$ cat config.mk
export PLATFORM = sky130hd
export DESIGN_NAME = multicycle_control_unit_flat
export DESIGN_NICKNAME = d
export VERILOG_FILES = /design/src/rtl/minicpu_ctrl_pkg.sv /design/src/rtl/multicycle_control_unit_if.sv /design/src/rtl/alu_decoder.sv /design/src/rtl/multicycle_control_unit.sv /design/src/flat_wrapper.sv
export SDC_FILE = /design/constraint.sdc
export NUM_CORES = 1
export LEC_CHECK = 0
export ABC_AREA = 1
export BUFFER_PORTS_ARGS = -buffer_cell sky130_fd_sc_hd__buf_2
export CORE_MARGIN = 4
export CORE_UTILIZATION = 34
export DETAILED_ROUTE_END_ITERATION = 8
export PLACE_DENSITY = 0.73
export SYNTH_ARGS = -nofsm -noshare
export SYNTH_HDL_FRONTEND = slang
export SYNTH_HIERARCHICAL = 1
export SYNTH_SLANG_ARGS = --single-unit
$ cat constraint.sdc
create_clock -name clk -period 1.7 [get_ports clk]
set_input_delay 0.255 -clock clk [delete_from_list [all_inputs] [get_ports clk]]
set_output_delay 0.255 -clock clk [all_outputs]
set_load 0.03 [all_outputs]
$ cat src/rtl/minicpu_ctrl_pkg.sv
`default_nettype none
// ============================================================================
// Package     : minicpu_ctrl_pkg
// Description : Shared encodings for the multicycle MIPS-subset controller:
//               opcodes, funct codes, ALU operation class, FSM state codes
//               and datapath mux selects.
// Revision    : 1.0 - initial release
// ============================================================================
package minicpu_ctrl_pkg;

  // Opcodes of the supported instruction subset
  localparam logic [5:0] c_op_rtype = 6'b000000;
  localparam logic [5:0] c_op_lw    = 6'b100011;
  localparam logic [5:0] c_op_sw    = 6'b101011;
  localparam logic [5:0] c_op_beq   = 6'b000100;
  localparam logic [5:0] c_op_bne   = 6'b000101;
  localparam logic [5:0] c_op_addi  = 6'b001000;
  localparam logic [5:0] c_op_j     = 6'b000010;

  // R-type funct codes understood by the ALU decoder
  localparam logic [5:0] c_funct_sll = 6'b000000;
  localparam logic [5:0] c_funct_add = 6'b100000;
  localparam logic [5:0] c_funct_sub = 6'b100010;
  localparam logic [5:0] c_funct_and = 6'b100100;
  localparam logic [5:0] c_funct_or  = 6'b100101;
  localparam logic [5:0] c_funct_slt = 6'b101010;

  // ALU operation class handed from the FSM to the ALU decoder
  typedef enum logic [1:0] {
    c_alu_op_add   = 2'b00,
    c_alu_op_sub   = 2'b01,
    c_alu_op_funct = 2'b10,
    c_alu_op_rsvd  = 2'b11
  } alu_op_t;

  // FSM state codes
  typedef logic [3:0] ctrl_state_t;
  localparam ctrl_state_t c_st_fetch     = 4'd0;
  localparam ctrl_state_t c_st_decode    = 4'd1;
  localparam ctrl_state_t c_st_memadr    = 4'd2;
  localparam ctrl_state_t c_st_memrd     = 4'd3;
  localparam ctrl_state_t c_st_memwb     = 4'd4;
  localparam ctrl_state_t c_st_memwr     = 4'd5;
  localparam ctrl_state_t c_st_execute   = 4'd6;
  localparam ctrl_state_t c_st_aluwb     = 4'd7;
  localparam ctrl_state_t c_st_branch    = 4'd8;
  localparam ctrl_state_t c_st_addiexec  = 4'd9;
  localparam ctrl_state_t c_st_addiwb    = 4'd10;
  localparam ctrl_state_t c_st_jump      = 4'd11;
  localparam ctrl_state_t c_st_branch_ne = 4'd12;

  // ALU operand B select
  localparam logic [1:0] c_srcb_b       = 2'b00;
  localparam logic [1:0] c_srcb_four    = 2'b01;
  localparam logic [1:0] c_srcb_imm     = 2'b10;
  localparam logic [1:0] c_srcb_imm_sh2 = 2'b11;

  // PC source select
  localparam logic [1:0] c_pcsrc_alu    = 2'b00;
  localparam logic [1:0] c_pcsrc_aluout = 2'b01;
  localparam logic [1:0] c_pcsrc_jump   = 2'b10;

endpackage
`default_nettype wire

$ cat src/rtl/multicycle_control_unit_if.sv
`default_nettype none
// ============================================================================
// Interface   : multicycle_control_unit_if
// Description : Instruction fields, memory handshake and datapath control
//               bundle between the multicycle controller (master) and the
//               datapath/memory side (slave).
// Revision    : 1.0 - initial release
// ============================================================================
interface multicycle_control_unit_if #(
  parameter int OP_W       = 6,
  parameter int FUNCT_W    = 6,
  parameter int ALU_CTRL_W = 3
);
  logic [OP_W-1:0]       op;
  logic [FUNCT_W-1:0]    funct;
  logic                  mem_ready;
  logic                  mem_req;
  logic                  mem_write;
  logic                  iord;
  logic                  ir_write;
  logic                  pc_write;
  logic                  branch;
  logic                  branch_ne;
  logic [1:0]            pc_src;
  logic                  alu_src_a;
  logic [1:0]            alu_src_b;
  logic                  reg_dst;
  logic                  mem_to_reg;
  logic                  reg_write;
  logic [ALU_CTRL_W-1:0] alu_control;
  logic                  illegal_op;
  logic                  mem_timeout;

  modport master (
    input  op, funct, mem_ready,
    output mem_req, mem_write, iord, ir_write, pc_write, branch, branch_ne,
           pc_src, alu_src_a, alu_src_b, reg_dst, mem_to_reg, reg_write,
           alu_control, illegal_op, mem_timeout
  );

  modport slave (
    output op, funct, mem_ready,
    input  mem_req, mem_write, iord, ir_write, pc_write, branch, branch_ne,
           pc_src, alu_src_a, alu_src_b, reg_dst, mem_to_reg, reg_write,
           alu_control, illegal_op, mem_timeout
  );
endinterface
`default_nettype wire

$ cat src/rtl/alu_decoder.sv
`default_nettype none
// ============================================================================
// Module      : alu_decoder
// Description : Maps the FSM's ALU operation class and the R-type funct field
//               to the ALU control code.
// Revision    : 1.0 - initial release
// ============================================================================
module alu_decoder
  import minicpu_ctrl_pkg::*;
#(
  parameter int FUNCT_W    = 6,
  parameter int ALU_CTRL_W = 3
) (
  input  alu_op_t               alu_op,
  input  logic [FUNCT_W-1:0]    funct,
  output logic [ALU_CTRL_W-1:0] alu_control
);

  // Address/branch arithmetic is fixed; R-type picks the operation from funct
  always_comb begin
    alu_control = ALU_CTRL_W'(3'b010);
    case (alu_op)
      c_alu_op_add: alu_control = ALU_CTRL_W'(3'b010);
      c_alu_op_sub: alu_control = ALU_CTRL_W'(3'b110);
      c_alu_op_funct: begin
        case (funct)
          c_funct_add: alu_control = ALU_CTRL_W'(3'b010);
          c_funct_sub: alu_control = ALU_CTRL_W'(3'b110);
          c_funct_and: alu_control = ALU_CTRL_W'(3'b000);
          c_funct_or:  alu_control = ALU_CTRL_W'(3'b001);
          c_funct_slt: alu_control = ALU_CTRL_W'(3'b111);
          c_funct_sll: alu_control = ALU_CTRL_W'(3'b011);
          default:     alu_control = ALU_CTRL_W'(3'b010);
        endcase
      end
      default: alu_control = ALU_CTRL_W'(3'b010);
    endcase
  end

endmodule
`default_nettype wire

$ cat src/rtl/multicycle_control_unit.sv
`default_nettype none
// ============================================================================
// Module      : multicycle_control_unit
// Description : Multicycle MIPS-subset controller. Steps each instruction
//               through fetch/decode/execute/memory/writeback over a shared
//               datapath, with a mem_ready handshake guarded by a wait
//               timeout and one-cycle illegal-opcode / timeout pulses.
//               Optional macro BNE_EN adds bne via a BRANCH_NE state.
// Revision    : 1.0 - initial release
// ============================================================================
module multicycle_control_unit
  import minicpu_ctrl_pkg::*;
#(
  parameter int OP_W        = 6,
  parameter int FUNCT_W     = 6,
  parameter int ALU_CTRL_W  = 3,
  parameter int MEM_TIMEOUT = 16
) (
  input  logic                      clk,
  input  logic                      rst_n,
  multicycle_control_unit_if.master bus
);

  // Wait counter only needs to reach MEM_TIMEOUT-1
  localparam int c_cnt_w = (MEM_TIMEOUT > 1) ? $clog2(MEM_TIMEOUT) : 1;

  ctrl_state_t          r_state;
  ctrl_state_t          w_next_state;
  logic [c_cnt_w-1:0]   r_wait_cnt;
  logic                 r_illegal_op;
  logic                 r_mem_timeout;
  logic                 w_mem_state;
  logic                 w_timeout;
  logic                 w_illegal;
  logic [OP_W-1:0]      w_op;
  alu_op_t              w_alu_op;

  assign w_op = bus.op;

  assign w_mem_state = (r_state == c_st_fetch) ||
                       (r_state == c_st_memrd) ||
                       (r_state == c_st_memwr);

  generate
    if (MEM_TIMEOUT > 0) begin : g_timeout
      // Last permitted wait cycle with no completion; mem_ready always wins
      assign w_timeout = w_mem_state && !bus.mem_ready &&
                         (r_wait_cnt == c_cnt_w'(MEM_TIMEOUT - 1));
    end else begin : g_no_timeout
      assign w_timeout = 1'b0;
    end
  endgenerate

  // Next-state selection; a timeout abandons the instruction back to FETCH
  always_comb begin
    w_next_state = r_state;
    w_illegal    = 1'b0;
    case (r_state)
      c_st_fetch:  if (bus.mem_ready) w_next_state = c_st_decode;
      c_st_decode: begin
        case (w_op)
          c_op_lw, c_op_sw: w_next_state = c_st_memadr;
          c_op_rtype:       w_next_state = c_st_execute;
          c_op_beq:         w_next_state = c_st_branch;
          c_op_addi:        w_next_state = c_st_addiexec;
          c_op_j:           w_next_state = c_st_jump;
`ifdef BNE_EN
          c_op_bne:         w_next_state = c_st_branch_ne;
`endif
          default: begin
            w_next_state = c_st_fetch;
            w_illegal    = 1'b1;
          end
        endcase
      end
      c_st_memadr:    w_next_state = (w_op == c_op_lw) ? c_st_memrd : c_st_memwr;
      c_st_memrd:     if (bus.mem_ready) w_next_state = c_st_memwb;
      c_st_memwb:     w_next_state = c_st_fetch;
      c_st_memwr:     if (bus.mem_ready) w_next_state = c_st_fetch;
      c_st_execute:   w_next_state = c_st_aluwb;
      c_st_aluwb:     w_next_state = c_st_fetch;
      c_st_branch:    w_next_state = c_st_fetch;
      c_st_branch_ne: w_next_state = c_st_fetch;
      c_st_addiexec:  w_next_state = c_st_addiwb;
      c_st_addiwb:    w_next_state = c_st_fetch;
      c_st_jump:      w_next_state = c_st_fetch;
      default:        w_next_state = c_st_fetch;
    endcase
    if (w_timeout) w_next_state = c_st_fetch;
  end

  // State register and the registered one-cycle status pulses
  always_ff @(posedge clk or negedge rst_n) begin
    if (!rst_n) begin
      r_state       <= c_st_fetch;
      r_illegal_op  <= 1'b0;
      r_mem_timeout <= 1'b0;
    end else begin
      r_state       <= w_next_state;
      r_illegal_op  <= w_illegal;
      r_mem_timeout <= w_timeout;
    end
  end

  // Count consecutive stalled cycles in a memory state; clear otherwise
  always_ff @(posedge clk or negedge rst_n) begin
    if (!rst_n) begin
      r_wait_cnt <= '0;
    end else if (w_mem_state && !bus.mem_ready && !w_timeout) begin
      r_wait_cnt <= r_wait_cnt + 1'b1;
    end else begin
      r_wait_cnt <= '0;
    end
  end

  assign bus.illegal_op  = r_illegal_op;
  assign bus.mem_timeout = r_mem_timeout;

  // Datapath controls decoded from the current state
  always_comb begin
    bus.mem_req    = 1'b0;
    bus.mem_write  = 1'b0;
    bus.iord       = 1'b0;
    bus.ir_write   = 1'b0;
    bus.pc_write   = 1'b0;
    bus.branch     = 1'b0;
    bus.branch_ne  = 1'b0;
    bus.pc_src     = c_pcsrc_alu;
    bus.alu_src_a  = 1'b0;
    bus.alu_src_b  = c_srcb_b;
    bus.reg_dst    = 1'b0;
    bus.mem_to_reg = 1'b0;
    bus.reg_write  = 1'b0;
    w_alu_op       = c_alu_op_add;
    case (r_state)
      c_st_fetch: begin
        bus.mem_req   = 1'b1;
        bus.alu_src_b = c_srcb_four;
        bus.ir_write  = bus.mem_ready;
        bus.pc_write  = bus.mem_ready;
      end
      c_st_decode: bus.alu_src_b = c_srcb_imm_sh2;
      c_st_memadr: begin
        bus.alu_src_a = 1'b1;
        bus.alu_src_b = c_srcb_imm;
      end
      c_st_memrd: begin
        bus.mem_req = 1'b1;
        bus.iord    = 1'b1;
      end
      c_st_memwb: begin
        bus.mem_to_reg = 1'b1;
        bus.reg_write  = 1'b1;
      end
      c_st_memwr: begin
        bus.mem_req   = 1'b1;
        bus.mem_write = 1'b1;
        bus.iord      = 1'b1;
      end
      c_st_execute: begin
        w_alu_op      = c_alu_op_funct;
        bus.alu_src_a = 1'b1;
        // sll takes its shift amount through the immediate path
        bus.alu_src_b = (bus.funct == FUNCT_W'(c_funct_sll)) ? c_srcb_imm : c_srcb_b;
      end
      c_st_aluwb: begin
        bus.reg_dst   = 1'b1;
        bus.reg_write = 1'b1;
      end
      c_st_branch: begin
        bus.alu_src_a = 1'b1;
        w_alu_op      = c_alu_op_sub;
        bus.pc_src    = c_pcsrc_aluout;
        bus.branch    = 1'b1;
      end
`ifdef BNE_EN
      c_st_branch_ne: begin
        bus.alu_src_a = 1'b1;
        w_alu_op      = c_alu_op_sub;
        bus.pc_src    = c_pcsrc_aluout;
        bus.branch_ne = 1'b1;
      end
`endif
      c_st_addiexec: begin
        bus.alu_src_a = 1'b1;
        bus.alu_src_b = c_srcb_imm;
      end
      c_st_addiwb: bus.reg_write = 1'b1;
      c_st_jump: begin
        bus.pc_src   = c_pcsrc_jump;
        bus.pc_write = 1'b1;
      end
      default: ;
    endcase
  end

  alu_decoder #(
    .FUNCT_W    (FUNCT_W),
    .ALU_CTRL_W (ALU_CTRL_W)
  ) u_alu_decoder (
    .alu_op      (w_alu_op),
    .funct       (bus.funct),
    .alu_control (bus.alu_control)
  );

endmodule
`default_nettype wire

$ cat src/flat_wrapper.sv
// flat-port wrapper written by rule: the top's interface ports become plain ports
module multicycle_control_unit_flat import minicpu_ctrl_pkg::*;
#(
  parameter int OP_W        = 6,
  parameter int FUNCT_W     = 6,
  parameter int ALU_CTRL_W  = 3,
  parameter int MEM_TIMEOUT = 16
)
  (clk, rst_n, bus_op, bus_funct, bus_mem_ready, bus_mem_req, bus_mem_write, bus_iord, bus_ir_write, bus_pc_write, bus_branch, bus_branch_ne, bus_pc_src, bus_alu_src_a, bus_alu_src_b, bus_reg_dst, bus_mem_to_reg, bus_reg_write, bus_alu_control, bus_illegal_op, bus_mem_timeout);
  multicycle_control_unit_if #(.OP_W(OP_W), .FUNCT_W(FUNCT_W), .ALU_CTRL_W(ALU_CTRL_W)) bus_i ();
  input  logic clk;
  input  logic rst_n;
  input wire logic [$bits(bus_i.op)-1:0] bus_op;
  input wire logic [$bits(bus_i.funct)-1:0] bus_funct;
  input wire logic [$bits(bus_i.mem_ready)-1:0] bus_mem_ready;
  output wire logic [$bits(bus_i.mem_req)-1:0] bus_mem_req;
  output wire logic [$bits(bus_i.mem_write)-1:0] bus_mem_write;
  output wire logic [$bits(bus_i.iord)-1:0] bus_iord;
  output wire logic [$bits(bus_i.ir_write)-1:0] bus_ir_write;
  output wire logic [$bits(bus_i.pc_write)-1:0] bus_pc_write;
  output wire logic [$bits(bus_i.branch)-1:0] bus_branch;
  output wire logic [$bits(bus_i.branch_ne)-1:0] bus_branch_ne;
  output wire logic [$bits(bus_i.pc_src)-1:0] bus_pc_src;
  output wire logic [$bits(bus_i.alu_src_a)-1:0] bus_alu_src_a;
  output wire logic [$bits(bus_i.alu_src_b)-1:0] bus_alu_src_b;
  output wire logic [$bits(bus_i.reg_dst)-1:0] bus_reg_dst;
  output wire logic [$bits(bus_i.mem_to_reg)-1:0] bus_mem_to_reg;
  output wire logic [$bits(bus_i.reg_write)-1:0] bus_reg_write;
  output wire logic [$bits(bus_i.alu_control)-1:0] bus_alu_control;
  output wire logic [$bits(bus_i.illegal_op)-1:0] bus_illegal_op;
  output wire logic [$bits(bus_i.mem_timeout)-1:0] bus_mem_timeout;
  assign bus_i.op = bus_op;
  assign bus_i.funct = bus_funct;
  assign bus_i.mem_ready = bus_mem_ready;
  assign bus_mem_req = bus_i.mem_req;
  assign bus_mem_write = bus_i.mem_write;
  assign bus_iord = bus_i.iord;
  assign bus_ir_write = bus_i.ir_write;
  assign bus_pc_write = bus_i.pc_write;
  assign bus_branch = bus_i.branch;
  assign bus_branch_ne = bus_i.branch_ne;
  assign bus_pc_src = bus_i.pc_src;
  assign bus_alu_src_a = bus_i.alu_src_a;
  assign bus_alu_src_b = bus_i.alu_src_b;
  assign bus_reg_dst = bus_i.reg_dst;
  assign bus_mem_to_reg = bus_i.mem_to_reg;
  assign bus_reg_write = bus_i.reg_write;
  assign bus_alu_control = bus_i.alu_control;
  assign bus_illegal_op = bus_i.illegal_op;
  assign bus_mem_timeout = bus_i.mem_timeout;
  multicycle_control_unit #(.OP_W(OP_W), .FUNCT_W(FUNCT_W), .ALU_CTRL_W(ALU_CTRL_W), .MEM_TIMEOUT(MEM_TIMEOUT)) u_core (.clk(clk), .rst_n(rst_n), .bus(bus_i));
endmodule
==> flow_metrics.env <==
export IMPL_r2r_slack_ps=-220
export IMPL_final_antenna_net_count=0
export IMPL_grt_usage_pct=16.1
export IMPL_endpoint_kind="primary output"
export IMPL_synthTopCellsByArea="dfrtp_1 (28%), nand2_1 (13%), nor2_1 (12%)"
export IMPL_routed_via_density=4.57
export IMPL_first_global_vias=1035
export IMPL_cts_tree="built"
export IMPL_die_area_um2=3530
export IMPL_fin_nets=228
export IMPL_powerDensity_nw_per_um2=944
export IMPL_fin_skew_ps=2.05
export IMPL_total_power_mw=1.41
export IMPL_yosys_top_cells_count="nand2_1 (32), nor2_1 (28), inv_1 (23)"
export IMPL_yosysUniqueCellTypes=21
export IMPL_finalHoldViolations=0
export IMPL_coreArea_um2=2500
export IMPL_wire_per_inst_um=10.9
export IMPL_cp_start_kind="flop"
export IMPL_ys_warn_count=6
export IMPL_grt_max_degree=11
export IMPL_gp_congestion=0.818
export IMPL_rsz0062_at_grt="true"
export IMPL_dp_hpwl_um=1810
export IMPL_p_leak_nw=0.833
export IMPL_root_buffer="clkbuf_4"
export IMPL_r2r_start="u_core/r_state[1]$_DFFE_PN0P_"
export IMPL_holdPathStages=3
export IMPL_vias=1093
export IMPL_synthArstFlopShare_pct=100
export IMPL_finalMaxSlewViolations=0
export IMPL_hp_class="in -> reg"
export IMPL_ys_seq_elements=10
export IMPL_clk_latency_ps=270
export IMPL_pre_cts_ws_ps=-76.6
export IMPL_worstPathArrival_ps=1690
export IMPL_setup_tns_ps=-1980
export IMPL_layout_min_cycle_time_ps=1940
export IMPL_synth_area_leader_cell="dfrtp_1"
export IMPL_remaining_drc_errors=0
export IMPL_place_area_um2=1220
export IMPL_crit_type="reg -> out"
export IMPL_cts_buffers=3
export IMPL_ys_seq_area_share_pct=27.9
export IMPL_grt_antenna_before_repair=0
export IMPL_routed_wl_um=2600
export IMPL_outcome="finished with violations"
export IMPL_cts_clk_slew_worst_paths_ps=70
export IMPL_path_cells="inv_2, nor2_4, inv_2, nor2_4, buf_4, ha_1, nor2_4, nand3_4, buf_6"
export IMPL_synth_enable_flop_cells=0
export IMPL_avgSynthCellArea_um2=6.03
export IMPL_worst_path_max_fanout=4
export IMPL_violations="setup timing"
export IMPL_ys_flop_type="dfrtp_1"
export IMPL_postSynthCellCount=149
export IMPL_peakVddDrop_mv=0.731
export IMPL_required_ps=1440
export IMPL_drive_above_1_share_pct=47.4
export IMPL_die_w_um=59.4
export IMPL_cts_buffer_depth=2
export IMPL_firstDrtPassIters=4
export IMPL_fmax_mhz=514
export IMPL_reg2reg_depth=14
export IMPL_slowest_delay_ps=440
export IMPL_first_iter_violations=26
export IMPL_gr_total_overflow=0
export IMPL_cp_common_cell="nor2_4"
export IMPL_syn_num_nets=167
export IMPL_setup_slack_ps=-244
export IMPL_postLayoutCellArea_um2=1500
export IMPL_htreeDepth=1
export IMPL_r2r_end="u_core/r_state[2]$_DFFE_PN0P_"
export IMPL_io_buffers=33
export IMPL_dp_cells=223
export IMPL_fin_util_pct=59.8
export IMPL_instances_no_fill=239
export IMPL_holdPathEnd="u_core/bus.illegal_op$_DFF_PN0_"
export IMPL_worstHoldStart="bus_op[3]"
export IMPL_netlist_area_um2=898
export IMPL_setup_viol=14
export IMPL_initial_core_util_pct=35.9
export IMPL_min_period_over_period_pct=114
export IMPL_dieHeight_um=59.4
export IMPL_holdWs_ps=348
export IMPL_rows=18
export IMPL_antennaDiodeCount=0
export IMPL_grt_pass1_wl_um=4320
export IMPL_area_growth_pct=66.4
export IMPL_io_pins=35
export IMPL_cts_sinks=10
export IMPL_synth_top_area_share_pct=27.9
export IMPL_cpMaxStageDelayCell="dfrtp_2"
export IMPL_yosysMostFrequentCell="nand2_1"
export IMPL_drv_cap=0
## report_power, final
part           switching (mW)  total (mW)  internal [mW]
logic                   0.513       0.868          0.355
clock network          0.0853       0.215          0.130
registers              0.0422       0.327          0.285
## cell usage in the layout, fill, tap and decap left out, types with 2 or more instances in the layout
cell type and n:
nand3_1 18, buf_2 23, nor2_1 23, a21oi_1 2, ha_1 2, nand2_1 27, inv_1 18, buf_6 9
nor2_2 5, buf_4 25, nor2_4 9, o21ai_1 2, dfrtp_2 2, dfrtp_1 8, nand2_2 6, clkbuf_4 3
inv_2 8, nand3_4 2, nor3_1 3, o21ai_0 2
## final cells by class
cell class                 instances  area (um^2)
clock buffer                       4         36.3
fill                             238         1000
inverter                          27          104
multi-input combinational        110          651
sequential                        10          253
tap                               30         37.5
timing repair buffer              58          414
## worst max-delay path: cells and delay by family (launching register included)
family | cells | cell delay (ps)
adders and majority gates | 1 | 220
buffers and inverters | 4 | 450
DFF | 1 | 440
and+or+nand+nor | 4 | 320
## metal layers
layer / routed length (um) / GRT usage (%) / vias up
li1: - / - / 582
met1: 1130 / 20.8 / 476
met2: 1310 / 26.7 / 33
met3: 125 / 1.96 / 2
met4: 23 / 6.80 / 0
met5: 0 / 0 / -
## state kept, by name (all words and copies together) (netlist names)
| signal | flops |
|---|---|
| u_core/bus.illegal_op | 1 |
| u_core/bus.mem_timeout | 1 |
| u_core/r_state | 4 |
| u_core/r_wait_cnt | 4 |
## how the worst max path moves through the flow
stage	from	depth (start not counted)	to	slack, ps
3_5_place_dp	u_core/r_state[2]$_DFFE_PN0P_	10	bus_alu_control[1]	-80
5_1_grt	u_core/r_state[1]$_DFFE_PN0P_	9	bus_alu_control[1]	-340
6_report	u_core/r_state[3]$_DFFE_PN0P_	9	bus_alu_control[1]	-240
4_1_cts	u_core/r_state[2]$_DFFE_PN0P_	9	bus_alu_control[1]	-230
2_1_floorplan	u_core/r_state[3]$_DFFE_PN0P_	10	bus_alu_control[1]	-50
3_3_place_gp	u_core/r_state[2]$_DFFE_PN0P_	10	bus_alu_control[1]	-40
## kinds of logic after synthesis
kind of cell	share of synthesized area [%]
AO/OA/AOI/OAI	4.04
other	0.417
XOR/XNOR	1.95
buffers and inverters	13.0
flip-flops	27.9
adder cells (fa/ha/maj)	4.18
AND/OR/NAND/NOR	48.6
## timing repair
action / 4_1_cts / 5_1_grt
setup buffers: 9 / 3
pin swaps: 7 / 1
hold buffers: 1 / 0
resized for setup: 25 / 24
gates cloned: 0 / 0
endpoints found under the setup margin: 9 / 17
endpoints found under the hold margin: 10 / 0
Note: power is estimated with default switching activity, not from simulation.
